**src/rtl/m_ext_pkg.sv**
```systemverilog
// Shared M-extension multiply types: opcode and sequencer state encodings,
// plus operand-signedness decode helpers.
package m_ext_pkg;

  typedef enum logic [1:0] {
    OP_MUL    = 2'd0,
    OP_MULH   = 2'd1,
    OP_MULHSU = 2'd2,
    OP_MULHU  = 2'd3
  } mul_op_t;

  typedef enum logic [1:0] {
    ST_IDLE   = 2'd0,
    ST_LAUNCH = 2'd1,
    ST_WAIT   = 2'd2,
    ST_DONE   = 2'd3
  } mul_state_t;

  localparam int MUL_LAT_MAX = 15;

  // rs1 is signed for everything except MULHU
  function automatic logic op_sa(input mul_op_t op);
    return op != OP_MULHU;
  endfunction

  // rs2 is signed only for MUL and MULH
  function automatic logic op_sb(input mul_op_t op);
    return (op == OP_MUL) || (op == OP_MULH);
  endfunction

  function automatic logic op_low_half(input mul_op_t op);
    return op == OP_MUL;
  endfunction

endpackage

```
**src/rtl/mul_seq_ctrl_if.sv**
```systemverilog
// Request / core / response bundle of the multiply sequencer. The slave
// modport is the sequencer; master is the pipeline + core side.
interface mul_seq_ctrl_if import m_ext_pkg::*; #(
  parameter int WIDTH = 32
);
  logic               flush_i;
  logic               req_valid_i;
  logic               req_ready_o;
  mul_op_t            req_op_i;
  logic [WIDTH-1:0]   rs1_i;
  logic [WIDTH-1:0]   rs2_i;
  logic               core_valid_o;
  logic [WIDTH-1:0]   core_a_o;
  logic [WIDTH-1:0]   core_b_o;
  logic [2*WIDTH-1:0] core_prod_i;
  logic               resp_valid_o;
  logic               resp_ready_i;
  logic [WIDTH-1:0]   resp_data_o;
  logic               busy_o;

  modport slave (
    input  flush_i, req_valid_i, req_op_i, rs1_i, rs2_i, core_prod_i, resp_ready_i,
    output req_ready_o, core_valid_o, core_a_o, core_b_o, resp_valid_o, resp_data_o, busy_o
  );

  modport master (
    output flush_i, req_valid_i, req_op_i, rs1_i, rs2_i, core_prod_i, resp_ready_i,
    input  req_ready_o, core_valid_o, core_a_o, core_b_o, resp_valid_o, resp_data_o, busy_o
  );
endinterface

```
**src/rtl/mul_seq_ctrl_operand_cond.sv**
```systemverilog
// Operand conditioning: per-op signedness, unsigned magnitudes and the
// product negate flag. Purely combinational.
module mul_operand_cond import m_ext_pkg::*; #(
  parameter int WIDTH = 32
) (
  input  mul_op_t          op,
  input  logic [WIDTH-1:0] rs1,
  input  logic [WIDTH-1:0] rs2,
  output logic [WIDTH-1:0] mag_a,
  output logic [WIDTH-1:0] mag_b,
  output logic             neg
);
  logic na, nb;

  assign na = op_sa(op) & rs1[WIDTH-1];
  assign nb = op_sb(op) & rs2[WIDTH-1];

  // -(-2^(W-1)) wraps to 2^(W-1), which is the correct unsigned magnitude
  assign mag_a = na ? -rs1 : rs1;
  assign mag_b = nb ? -rs2 : rs2;
  assign neg   = na ^ nb;
endmodule

```
**src/rtl/mul_seq_ctrl.sv**
```systemverilog
// M-extension multiply sequencer: launches the fixed-latency core, times its
// result, applies sign correction. `MUL_OPCACHE_EN adds a one-entry result cache.
module mul_seq_ctrl import m_ext_pkg::*; #(
  parameter int WIDTH   = 32,
  parameter int MUL_LAT = 4
) (
  input  logic           clk,
  input  logic           rst,
  mul_seq_ctrl_if.slave  bus
);
  localparam logic [1:0] S_IDLE   = ST_IDLE;
  localparam logic [1:0] S_LAUNCH = ST_LAUNCH;
  localparam logic [1:0] S_WAIT   = ST_WAIT;
  localparam logic [1:0] S_DONE   = ST_DONE;
  localparam logic [3:0] CNT_LOAD = 4'(MUL_LAT - 1);

  logic [1:0]         state;
  logic [3:0]         cnt;
  logic               neg_q;
  logic               low_q;
  logic [WIDTH-1:0]   a_q, b_q;
  logic [2*WIDTH-1:0] prod_q;
  logic [2*WIDTH-1:0] prod_fix;
  logic [WIDTH-1:0]   mag_a, mag_b;
  logic               neg;
  logic               accept;

  mul_operand_cond #(.WIDTH(WIDTH)) u_cond (
    .op    (bus.req_op_i),
    .rs1   (bus.rs1_i),
    .rs2   (bus.rs2_i),
    .mag_a (mag_a),
    .mag_b (mag_b),
    .neg   (neg)
  );

  assign bus.req_ready_o  = ~rst & (state == S_IDLE) & ~bus.flush_i;
  assign accept           = bus.req_valid_i & bus.req_ready_o;
  assign bus.core_valid_o = (state == S_LAUNCH);
  assign bus.core_a_o     = a_q;
  assign bus.core_b_o     = b_q;
  assign bus.resp_valid_o = (state == S_DONE);
  assign bus.resp_data_o  = low_q ? prod_q[WIDTH-1:0] : prod_q[2*WIDTH-1:WIDTH];
  assign bus.busy_o       = (state != S_IDLE);
  assign prod_fix         = neg_q ? -bus.core_prod_i : bus.core_prod_i;

`ifdef MUL_OPCACHE_EN
  localparam int KW = 2*WIDTH + 2;
  logic               c_vld;
  logic [KW-1:0]      c_key, key_q, key_d;
  logic [2*WIDTH-1:0] c_prod;
  logic               hit;

  // op half-select is not part of the key, so MULH then MUL on the same operands hits
  assign key_d = {bus.rs1_i, bus.rs2_i, op_sa(bus.req_op_i), op_sb(bus.req_op_i)};
  assign hit   = c_vld & (c_key == key_d);
`endif

  always_ff @(posedge clk) begin
    if (rst) begin
      state  <= S_IDLE;
      cnt    <= '0;
      neg_q  <= 1'b0;
      low_q  <= 1'b0;
      a_q    <= '0;
      b_q    <= '0;
      prod_q <= '0;
`ifdef MUL_OPCACHE_EN
      c_vld  <= 1'b0;
      c_key  <= '0;
      key_q  <= '0;
      c_prod <= '0;
`endif
    end else begin
      case (state)
        S_IDLE: if (accept) begin
          neg_q <= neg;
          low_q <= op_low_half(bus.req_op_i);
          a_q   <= mag_a;
          b_q   <= mag_b;
`ifdef MUL_OPCACHE_EN
          key_q <= key_d;
          if (hit) begin
            prod_q <= c_prod;
            state  <= S_DONE;
          end else begin
            state  <= S_LAUNCH;
          end
`else
          state <= S_LAUNCH;
`endif
        end
        S_LAUNCH: if (bus.flush_i) begin
          state <= S_IDLE;
        end else begin
          cnt   <= CNT_LOAD;
          state <= S_WAIT;
        end
        // sampling is purely counter-timed, so a flushed op's late product is never seen
        S_WAIT: if (bus.flush_i) begin
          state <= S_IDLE;
        end else if (cnt == 4'd0) begin
          prod_q <= prod_fix;
          state  <= S_DONE;
`ifdef MUL_OPCACHE_EN
          c_vld  <= 1'b1;
          c_key  <= key_q;
          c_prod <= prod_fix;
`endif
        end else begin
          cnt <= cnt - 4'd1;
        end
        S_DONE: if (bus.flush_i | bus.resp_ready_i) state <= S_IDLE;
        default: state <= S_IDLE;
      endcase
    end
  end
endmodule
```
**src/flat_wrapper.sv**
```systemverilog
// flat-port wrapper written by rule: the top's interface ports become plain ports
module mul_seq_ctrl_flat import m_ext_pkg::*;
#(
  parameter int WIDTH   = 32,
  parameter int MUL_LAT = 4
)
  (clk, rst, bus_flush_i, bus_req_valid_i, bus_req_op_i, bus_rs1_i, bus_rs2_i, bus_core_prod_i, bus_resp_ready_i, bus_req_ready_o, bus_core_valid_o, bus_core_a_o, bus_core_b_o, bus_resp_valid_o, bus_resp_data_o, bus_busy_o);
  mul_seq_ctrl_if #(.WIDTH(WIDTH)) bus_i ();
  input  logic clk;
  input  logic rst;
  input wire logic [$bits(bus_i.flush_i)-1:0] bus_flush_i;
  input wire logic [$bits(bus_i.req_valid_i)-1:0] bus_req_valid_i;
  input wire logic [$bits(bus_i.req_op_i)-1:0] bus_req_op_i;
  input wire logic [$bits(bus_i.rs1_i)-1:0] bus_rs1_i;
  input wire logic [$bits(bus_i.rs2_i)-1:0] bus_rs2_i;
  input wire logic [$bits(bus_i.core_prod_i)-1:0] bus_core_prod_i;
  input wire logic [$bits(bus_i.resp_ready_i)-1:0] bus_resp_ready_i;
  output wire logic [$bits(bus_i.req_ready_o)-1:0] bus_req_ready_o;
  output wire logic [$bits(bus_i.core_valid_o)-1:0] bus_core_valid_o;
  output wire logic [$bits(bus_i.core_a_o)-1:0] bus_core_a_o;
  output wire logic [$bits(bus_i.core_b_o)-1:0] bus_core_b_o;
  output wire logic [$bits(bus_i.resp_valid_o)-1:0] bus_resp_valid_o;
  output wire logic [$bits(bus_i.resp_data_o)-1:0] bus_resp_data_o;
  output wire logic [$bits(bus_i.busy_o)-1:0] bus_busy_o;
  assign bus_i.flush_i = bus_flush_i;
  assign bus_i.req_valid_i = bus_req_valid_i;
  assign bus_i.req_op_i = bus_req_op_i;
  assign bus_i.rs1_i = bus_rs1_i;
  assign bus_i.rs2_i = bus_rs2_i;
  assign bus_i.core_prod_i = bus_core_prod_i;
  assign bus_i.resp_ready_i = bus_resp_ready_i;
  assign bus_req_ready_o = bus_i.req_ready_o;
  assign bus_core_valid_o = bus_i.core_valid_o;
  assign bus_core_a_o = bus_i.core_a_o;
  assign bus_core_b_o = bus_i.core_b_o;
  assign bus_resp_valid_o = bus_i.resp_valid_o;
  assign bus_resp_data_o = bus_i.resp_data_o;
  assign bus_busy_o = bus_i.busy_o;
  mul_seq_ctrl #(.WIDTH(WIDTH), .MUL_LAT(MUL_LAT)) u_core (.clk(clk), .rst(rst), .bus(bus_i));
endmodule
```
**config.mk**
```make
export PLATFORM = sky130hd
export DESIGN_NAME = mul_seq_ctrl_flat
export DESIGN_NICKNAME = d
export VERILOG_FILES = /design/src/rtl/m_ext_pkg.sv /design/src/rtl/mul_seq_ctrl_if.sv /design/src/rtl/mul_seq_ctrl_operand_cond.sv /design/src/rtl/mul_seq_ctrl.sv /design/src/flat_wrapper.sv
export SDC_FILE = /design/constraint.sdc
export NUM_CORES = 1
export LEC_CHECK = 0
export ABC_AREA = 1
export CORE_MARGIN = 2
export CORE_UTILIZATION = 55
export DETAILED_ROUTE_END_ITERATION = 7
export HOLD_SLACK_MARGIN = 0.03
export MAX_ROUTING_LAYER = met4
export PLACE_DENSITY = 0.89
export SLEW_MARGIN = 20
export SYNTH_ARGS = -nofsm -noshare
export SYNTH_HDL_FRONTEND = slang
export SYNTH_SLANG_ARGS = --single-unit
```
**constraint.sdc**
```tcl
create_clock -name clk -period 3.85 [get_ports clk]
set_input_delay 0.77 -clock clk [delete_from_list [all_inputs] [get_ports clk]]
set_output_delay 0.77 -clock clk [all_outputs]
set_load 0.03 [all_outputs]
```
==> flow_summary.yaml, run 1 <==
floorplanning:
  fp-row-count: 48
  ios: 235
  core_area_um2: 17200
  die_h_um: 137
  die_w_um: 137
  start_util_pct: 56.1
  dieArea_um2: 18700
placed_design:
  dp_hpwl_um: 27400
  dpl.cell_count: 2013
  place.gp.congestion: 0.992
  io_buffer_count: 234
grt:
  grt_use_total_pct: 39.7
  grt_max_degree: 96
  grt_pass1_vias: 10800
  grt_overflow: 0
  antenna_found_initial: 1
  grt_pass1_wl_um: 55200
layout:
  fin_nets: 1947
  layout-drive-gt1-share_pct: 6.00
  nFillCells: 1475
  fin_util_pct: 73.8
  fin_cells: 2044
  synthToLayoutAreaGrowth_pct: 31.4
detailed_routing:
  wl_um: 36000
  drt-initial-drc-count: 1026
  dr.pass1.iters: 6
  via_count: 11400
  wire_per_inst_um: 17.6
  drtAntennaViolNets: 0
  vias_per_cell: 5.59
  drc: 0
sta:
  setup_viol: 0
  fmax_mhz: 295
  hold_viol: 0
  fin_setup_tns_ps: 0
  slew_headroom_pct: 49.8
  finalCriticalPeriod_ps: 3390
  clock_skew_ps: 11.5
  drv_slew: 0
  tightestPinTransition_ps: 753
  grt_setup_unrepaired: "false"
  min_period_over_period_pct: 88.0
setup_path:
  cp_num_buf_inv: 2
  cp_max_fo: 37
  cpMaxStageDelayCell: "dfxtp_2"
  slowest_delay_ps: 770
  path_class: "flip-flop to output port"
  crit_chain: "clkinv_1, o21ai_0, clkdlybuf4s50_1"
  worstPathRequired_ps: 3080
  r2r_end: "u_core.prod_q[60]$_SDFFE_PP0P_"
  critPathTopFamily: "buffers and inverters"
  arrival_ps: 2620
  r2r_cells: 10
  r2r-start: "u_core.neg_q$_SDFFE_PP0P_"
  cp-start-kind: "flip-flop"
  rrSetupSlack_ps: 1590
  endpoint_kind: "output port"
clock_tree:
  root_buffer: "clkbuf_16"
  clock_path_buffers: 2
  tritoncts: "built"
  cts_resized: 0
  clock_latency_ps: 440
  cts_made_buffers: 17
  postCtsSetupBuffers: 0
  htree_num_levels: 4
  cts.reportedPaths.clkPinSlew_ps: 60
  hold_buffers: 0
  clkSinkCount: 136
logic_synthesis:
  synth_cells: 1605
  synth-async-reset-ratio_pct: 0
  synth.most_common_cell: "nand2_1"
  synthesis.area_um2: 9680
  synth.largest_area_cell: "dfxtp_1"
  ys_types: 46
  avgSynthCellArea_um2: 6.03
  synth_edf_count: 0
  ys.flop_type: "dfxtp_1"
  synth_area_leaders: "dfxtp_1 (28%), nand2_1 (18%), nor2_1 (8.2%)"
  seq_area_frac_synth_pct: 28.1
  ys_warn_count: 0
  synth_seq_cells: 136
  synth_common_cells: "nand2_1 (465), nor2_1 (212), inv_1 (191), dfxtp_1 (136), nand3_1 (120)"
  synth_top_cell_area_share_pct: 28.1
  syn-num-nets: 1745
pwr:
  pwr-share-comb_pct: 40.0
  clkPwrFrac_pct: 29.1
  pwr-share-seq_pct: 30.9
  p_sw_share_pct: 39.7
  ir_drop_uv: 357
  pwr_density_cell_nw_per_um2: 473
  power_leakage_uw: 0.00573
  internal_power_uw: 3620
  p_sw_uw: 2390
run_status:
  status: "completed"
worst_hold_path:
  worstHoldPathType: "flip-flop to flip-flop"
  min_to: "u_core.bus.core_b_o[9]$_SDFFE_PP0P_"
  worst_hold_path.num_cells: 2
  min_from: "u_core.bus.core_b_o[9]$_SDFFE_PP0P_"
run:
  cap_violations: 0
-- worst min-delay path, delay by kind of cell (launching register included) --
family,cells,cell delay [ps]
AND/OR/NAND/NOR,1,60
multiplexers,1,60
flip-flops,1,310
-- flip-flops by register name (all words and copies together) (netlist names) --
signal               flops
u_core.bus.core_a_o     32
u_core.state             2
u_core.neg_q             1
u_core.cnt               4
u_core.low_q             1
u_core.bus.core_b_o     32
u_core.prod_q           64
-- area by class of cell --
| cell class | count | area, um2 | area share (%) |
|---|---|---|---|
| multi-input cells | 1206 | 5910 | 46.5 |
| flip-flops and latches | 136 | 2730 | 21.4 |
| clock inverters | 12 | 169 | 1.33 |
| clock buffers | 18 | 439 | 3.45 |
| repair buffers | 241 | 2410 | 19.0 |
| inverters | 205 | 769 | 6.05 |
| diodes | 1 | 2.50 | 0.0197 |
| well taps | 225 | 282 | 2.21 |
-- routing by layer --
metal  GRT usage (%)  share of wire (%)  vias up
li1                -                  -     5506
met1            47.3                 40     5128
met3            8.04                8.8      136
met5               -                  0        -
met2            63.7                 47      659
met4            19.7                4.9        0
-- how the worst max path moves through the flow --
stage / cells after the start / slack, ps / startpoint / to
after floorplan: 3 / 1560 / u_core.low_q$_SDFFE_PP0P_ / bus_resp_data_o[26]
after global placement: 3 / 810 / bus_flush_i / bus_req_ready_o
after detailed placement: 3 / 760 / bus_flush_i / bus_req_ready_o
after CTS: 3 / 460 / u_core.low_q$_SDFFE_PP0P_ / bus_resp_data_o[29]
after global routing: 3 / 300 / u_core.low_q$_SDFFE_PP0P_ / bus_resp_data_o[29]
final: 3 / 460 / u_core.low_q$_SDFFE_PP0P_ / bus_resp_data_o[29]
-- kinds of logic (layout without fill, tap and decap cells) --
kind of cell | count (synthesis) | in the layout | share of synthesized area [%]
AOI/OAI and AO/OA | 247 | 247 | 13.9
xor gates and xnor gates | 52 | 52 | 4.71
adders and majority gates | 5 | 5 | 0.646
buffers and inverters | 263 | 476 | 10.8
DFF | 136 | 136 | 28.1
muxes | 16 | 16 | 1.65
other | 0 | 1 | 0
and+or+nand+nor | 886 | 886 | 40.1
-- power groups by stage --
stage	clock network (uW)	registers (uW)	logic (uW)
after global placement	0	1870	2320
after CTS	1740	1850	2380
after floorplan	0	2020	1310
after detailed placement	0	1880	2360
final	1750	1860	2400
after global routing	1800	1890	2600
-- stage by stage --
| stage | area [um2] | worst slack [ps] | power, uW | hold WS [ps] |
|---|---|---|---|---|
| final | 12700 | 463 | 6010 | 472 |
| after global routing | 12700 | 297 | 6290 | 489 |
| after CTS | 12700 | 455 | 5980 | 469 |
| after detailed placement | 12100 | 762 | 4240 | 457 |
| after global placement | 12100 | 808 | 4190 | 452 |
| after floorplan | 9680 | 1560 | 3330 | 464 |
-- placed cells by master (no fill, tap or decap), types with 4 or more instances in the layout --
master	count
nand2_1	465
clkdlybuf4s50_1	233
nor2_1	212
inv_1	191
dfxtp_1	134
nand3_1	120
o21ai_0	110
a21oi_1	72
xor2_1	41
o21ai_1	31
nand4_1	18
clkbuf_16	17
mux2i_1	16
inv_2	12
nand2_2	12
xnor2_1	11
nor2_2	10
nor3_1	10
nand3b_1	10
o211ai_1	8
nor2_4	7
a31oi_1	6
nand2_4	5
a21oi_2	5
ha_1	5
buf_4	5
nand3_2	4
o221ai_1	4
clkinvlp_4	4
Note: power is estimated with default switching activity, not from simulation.
==> run 2, diff against run 1 <==
--- a/config.mk
+++ b/config.mk
@@ -7,11 +7,11 @@
 export LEC_CHECK = 0
 export ABC_AREA = 1
 export CORE_MARGIN = 2
-export CORE_UTILIZATION = 55
+export CORE_UTILIZATION = 41
 export DETAILED_ROUTE_END_ITERATION = 7
 export HOLD_SLACK_MARGIN = 0.03
 export MAX_ROUTING_LAYER = met4
-export PLACE_DENSITY = 0.89
+export PLACE_DENSITY = 0.7
 export SLEW_MARGIN = 20
 export SYNTH_ARGS = -nofsm -noshare
 export SYNTH_HDL_FRONTEND = slang
==> run 2 against run 1 <==
Effect of this change: utilization shrank 19 points; sequential power barely moved; routed wire length decreased by 6.0%; critical path type unchanged; largest cell class unchanged; largest power group unchanged.
==> flow_summary.yaml, run 2 (synthesis results as in run 1) <==
run_status:
  status: "completed"
layout:
  largest_reg_flops: 64
  layout-drive-gt1-share_pct: 6.20
  regMostFlops: "u_core.prod_q"
  fin_nets: 1949
  fin_cells: 2144
  synthToLayoutAreaGrowth_pct: 32.3
  layout_common_cells: "nand2_1 (465), clkdlybuf4s50_1 (233), nor2_1 (212)"
  seq_area_um2: 2730
  layout_commonest_cell: "nand2_1"
  multi_input_area_um2: 5910
  nFillCells: 2375
  fin_area_um2: 12800
clock_tree:
  cts.reportedPaths.clkPinSlew_ps: 60
  hold_buffers: 0
  clock_latency_ps: 430
  cts_made_buffers: 17
  clock_path_buffers: 2
  tritoncts: "built"
  htree_num_levels: 4
  clkSinkCount: 136
  cts_resized: 0
  postCtsSetupBuffers: 0
  root_buffer: "clkbuf_16"
worst_hold_path:
  min_to: "u_core.bus.core_a_o[25]$_SDFFE_PP0P_"
  min_from: "u_core.bus.core_a_o[25]$_SDFFE_PP0P_"
  worstHoldPathType: "flip-flop to flip-flop"
  worst_hold_path.num_cells: 2
run:
  cap_violations: 0
placed_design:
  dpl.cell_count: 2109
  place.gp.congestion: 0.983
  dp_hpwl_um: 26000
  place_area_um2: 12200
  io_buffer_count: 234
  place_ws_ps: 781
sta:
  hold_viol: 0
  min_period_over_period_pct: 85.9
  slew_headroom_pct: 37.2
  grt_setup_unrepaired: "false"
  setup_viol: 0
  fin_setup_tns_ps: 0
  clock_skew_ps: 10.2
  drv_slew: 0
  layout_setup_ws_ps: 542
  fmax_mhz: 302
  finalCriticalPeriod_ps: 3310
  tightestPinTransition_ps: 942
detailed_routing:
  vias_per_cell: 5.07
  wire_per_inst_um: 15.8
  via_count: 10900
  dr.max_layer_used: "met4"
  wl_met1_um: 14600
  wl_um: 33900
  met3_length_um: 2940
  drc: 0
  dr.pass1.iters: 7
  wl_met2_um: 15300
  drtAntennaViolNets: 0
  drt-initial-drc-count: 782
floorplanning:
  ios: 235
  die_h_um: 158
  fp-row-count: 56
  start_util_pct: 41.5
  core_area_um2: 23300
  die_w_um: 158
  dieArea_um2: 24900
grt:
  grt_overflow: 0
  grt_use_total_pct: 28.0
  antenna_found_initial: 1
  grt_max_degree: 96
  grt_pass1_wl_um: 52700
  grt_pass1_vias: 10300
setup_path:
  path_class: "flip-flop to output port"
  r2r_end: "u_core.prod_q[50]$_SDFFE_PP0P_"
  cp_max_fo: 26
  arrival_ps: 2540
  cp-start-kind: "flip-flop"
  r2r_cells: 9
  rrSetupSlack_ps: 1670
  worstPathRequired_ps: 3080
  r2r-start: "u_core.neg_q$_SDFFE_PP0P_"
  endpoint_kind: "output port"
pwr:
  pwr_density_cell_nw_per_um2: 457
  total_power_uw: 5850
  power_leakage_uw: 0.00572
  ir_drop_uv: 294
==> run 2: changes by cell type in the layout (fill, tap and decap cells not counted), sizes merged <==
| cell | delta |
|---|---|
| inv | +1 |
| buf | +2 |
| clkinv | +3 |
| bufinv | -2 |
| diode | +2 |
==> run 2: worst max-delay path, cell delays in order, from the launching register on <==
cell	delay [ps]
dfxtp_2	630
clkinv_1	380
o21ai_0	360
clkdlybuf4s50_1	740
==> run 2: final cells by class <==
cell class | count | area share [%]
Multi-Input combinational cell | 1206 | 46.1
Sequential cell | 136 | 21.3
Timing Repair Buffer | 243 | 18.9
Inverter | 205 | 6.01
Clock buffer | 18 | 3.43
Tap cell | 319 | 3.12
Clock inverter | 14 | 1.09
Antenna cell | 3 | 0.0586
==> run 2: report_power, final <==
part	total, uW	internal [uW]	switching (uW)	leakage (uW)
combinational	2360	887	1470	0.00434
clock	1640	922	714	0.000273
sequential	1850	1690	162	0.00111
==> run 2: routing by layer <==
metal | up-vias | GRT usage (%)
met5 | - | -
met4 | 0 | 11.1
met3 | 67 | 6.49
met2 | 440 | 43.3
met1 | 4854 | 35.3
li1 | 5509 | -
==> run 2: how the worst max path moves through the flow <==
stage                                         start                   to  cells past startpoint
after CTS                 u_core.low_q$_SDFFE_PP0P_  bus_resp_data_o[26]                      3
after detailed placement                bus_flush_i      bus_req_ready_o                      3
after global placement                  bus_flush_i      bus_req_ready_o                      3
after floorplan           u_core.low_q$_SDFFE_PP0P_  bus_resp_data_o[26]                      3
final                     u_core.low_q$_SDFFE_PP0P_  bus_resp_data_o[26]                      3
after global routing      u_core.low_q$_SDFFE_PP0P_  bus_resp_data_o[26]                      3
==> run 2: through the flow <==
step	hold WS, ps	utilization (%)
floorplan	464	-
global placement	451	52.4
detailed placement	454	52.4
CTS	464	54.9
global route	489	54.9
finish	463	54.9
==> run 3, diff against run 2 <==
--- a/config.mk
+++ b/config.mk
@@ -11,7 +11,7 @@
 export DETAILED_ROUTE_END_ITERATION = 7
 export HOLD_SLACK_MARGIN = 0.03
 export MAX_ROUTING_LAYER = met4
-export PLACE_DENSITY = 0.7
+export PLACE_DENSITY = 0.67
 export SLEW_MARGIN = 20
 export SYNTH_ARGS = -nofsm -noshare
 export SYNTH_HDL_FRONTEND = slang
==> run 3 against run 2 <==
Effect of this change: die area did not move; clock skew shrank 0.84 ps; routed wire length rose by 3.8%; flip-flop and latch count stayed put; register-to-register slack improved by 100 ps; setup slack worse by 48 ps; sequential share of layout area rose by 0.052 points; combinational power is essentially flat; utilization shrank 0.13 points; fmax down 1.4%; non-clock buffer count decreased by 3; clock power is 4% lower; critical path type unchanged; critical endpoint unchanged; largest cell class unchanged.
==> flow_summary.yaml, run 3 (synthesis results as in run 1) <==
layout:
  fin_util_pct: 54.8
  n_antenna_cell: 0
  layout_commonest_cell: "nand2_1"
  layout-drive-gt1-share_pct: 5.99
  layout_common_cells: "nand2_1 (465), clkdlybuf4s50_1 (233), nor2_1 (212)"
  synthToLayoutAreaGrowth_pct: 32.0
  fin_nets: 1946
  largest_reg_flops: 64
  regMostFlops: "u_core.prod_q"
setup_path:
  cp-start-kind: "flip-flop"
  endpoint_kind: "output port"
  path_class: "flip-flop to output port"
  rrSetupSlack_ps: 1770
  r2r_end: "u_core.prod_q[40]$_SDFFE_PP0P_"
  r2r-start: "u_core.neg_q$_SDFFE_PP0P_"
  arrival_ps: 2590
  cp_max_fo: 37
  worstPathRequired_ps: 3080
  r2r_cells: 6
pwr:
  p_sw_uw: 2370
  clkPwrFrac_pct: 27.2
  p_sw_share_pct: 40.8
  internal_power_uw: 3440
  pwr_density_cell_nw_per_um2: 455
  pwr-share-seq_pct: 31.9
  ir_drop_uv: 302
  total_power_uw: 5810
  pwr-share-comb_pct: 40.9
  power_leakage_uw: 0.00571
detailed_routing:
  drtAntennaViolNets: 0
  dr.pass1.iters: 7
  wl_um: 35200
  wire_per_inst_um: 16.4
  vias_per_cell: 5.05
  drc: 0
  drt-initial-drc-count: 721
  via_count: 10800
floorplanning:
  core_area_um2: 23300
  die_w_um: 158
  dieArea_um2: 24900
  ios: 235
  fp-row-count: 56
  die_h_um: 158
  start_util_pct: 41.5
clock_tree:
  tritoncts: "built"
  clock_latency_ps: 430
  htree_num_levels: 4
  clkSinkCount: 136
  hold_buffers: 0
  cts_resized: 0
  clock_path_buffers: 2
  cts_made_buffers: 17
  root_buffer: "clkbuf_16"
  postCtsSetupBuffers: 0
  cts.reportedPaths.clkPinSlew_ps: 60
sta:
  drv_slew: 0
  hold_viol: 0
  grt_setup_unrepaired: "false"
  layout_setup_ws_ps: 495
  setup_viol: 0
  min_period_over_period_pct: 87.2
  fin_hold_ws_ps: 471
  slew_headroom_pct: 36.6
  tightestPinTransition_ps: 951
  clock_skew_ps: 9.40
  finalCriticalPeriod_ps: 3360
  fmax_mhz: 298
  fin_setup_tns_ps: 0
grt:
  grt_use_total_pct: 29.0
  grt_overflow: 0
  antenna_found_initial: 0
  grt_pass1_wl_um: 54000
  grt_pass1_vias: 10000
  grt_max_degree: 96
placed_design:
  io_buffer_count: 234
  place_ws_ps: 801
  dp_hpwl_um: 26800
  place.gp.congestion: 0.947
worst_hold_path:
  min_from: "u_core.bus.core_b_o[27]$_SDFFE_PP0P_"
  worst_hold_path.num_cells: 2
  worstHoldPathType: "flip-flop to flip-flop"
  min_to: "u_core.bus.core_b_o[27]$_SDFFE_PP0P_"
run_status:
  status: "completed"
run:
  cap_violations: 0
==> run 3: critical path, stage by stage (launching register included) <==
cell and delay, ps:
dfxtp_2 760, clkinv_1 430, o21ai_0 270, clkdlybuf4s50_1 700
==> run 3: worst max-delay path by stage <==
| stage | from | endpoint | slack (ps) | cells past startpoint |
|---|---|---|---|---|
| after floorplan | u_core.low_q$_SDFFE_PP0P_ | bus_resp_data_o[26] | 1560 | 3 |
| after global placement | bus_flush_i | bus_req_ready_o | 810 | 3 |
| after detailed placement | bus_flush_i | bus_req_ready_o | 800 | 3 |
| after CTS | u_core.low_q$_SDFFE_PP0P_ | bus_resp_data_o[26] | 460 | 3 |
| after global routing | u_core.low_q$_SDFFE_PP0P_ | bus_resp_data_o[26] | 300 | 3 |
| final | u_core.low_q$_SDFFE_PP0P_ | bus_resp_data_o[26] | 490 | 3 |
==> run 3: final cells by class <==
| type | instances | area [um2] |
|---|---|---|
| Clock buffer | 19 | 443 |
| Sequential cell | 136 | 2730 |
| Clock inverter | 13 | 110 |
| Timing Repair Buffer | 240 | 2420 |
| Fill cell | 2441 | 10600 |
| Tap cell | 319 | 399 |
| Inverter | 205 | 769 |
| Multi-Input combinational cell | 1206 | 5910 |
==> run 3: per-stage QoR <==
step	std cells	area, um2
global route	2138	12800
detailed placement	2106	12200
CTS	2138	12800
finish	2138	12800
global placement	2106	12200
floorplan	1605	9680
==> run 3: per-layer routing <==
layer	vias to the layer above	global-route usage (%)	routed length, um
met5	-	-	0
met4	0	9.57	1060
met3	56	5.53	2300
met1	4896	36.6	15600
met2	349	46.6	16200
li1	5500	-	-
==> run 3: power by group through the flow <==
stage / combinational (uW) / clock (uW) / sequential (uW)
2_1_floorplan: 1310 / 0 / 2020
4_1_cts: 2380 / 1610 / 1860
5_1_grt: 2580 / 1670 / 1890
3_3_place_gp: 2340 / 0 / 1870
3_5_place_dp: 2360 / 0 / 1880
6_report: 2370 / 1580 / 1860
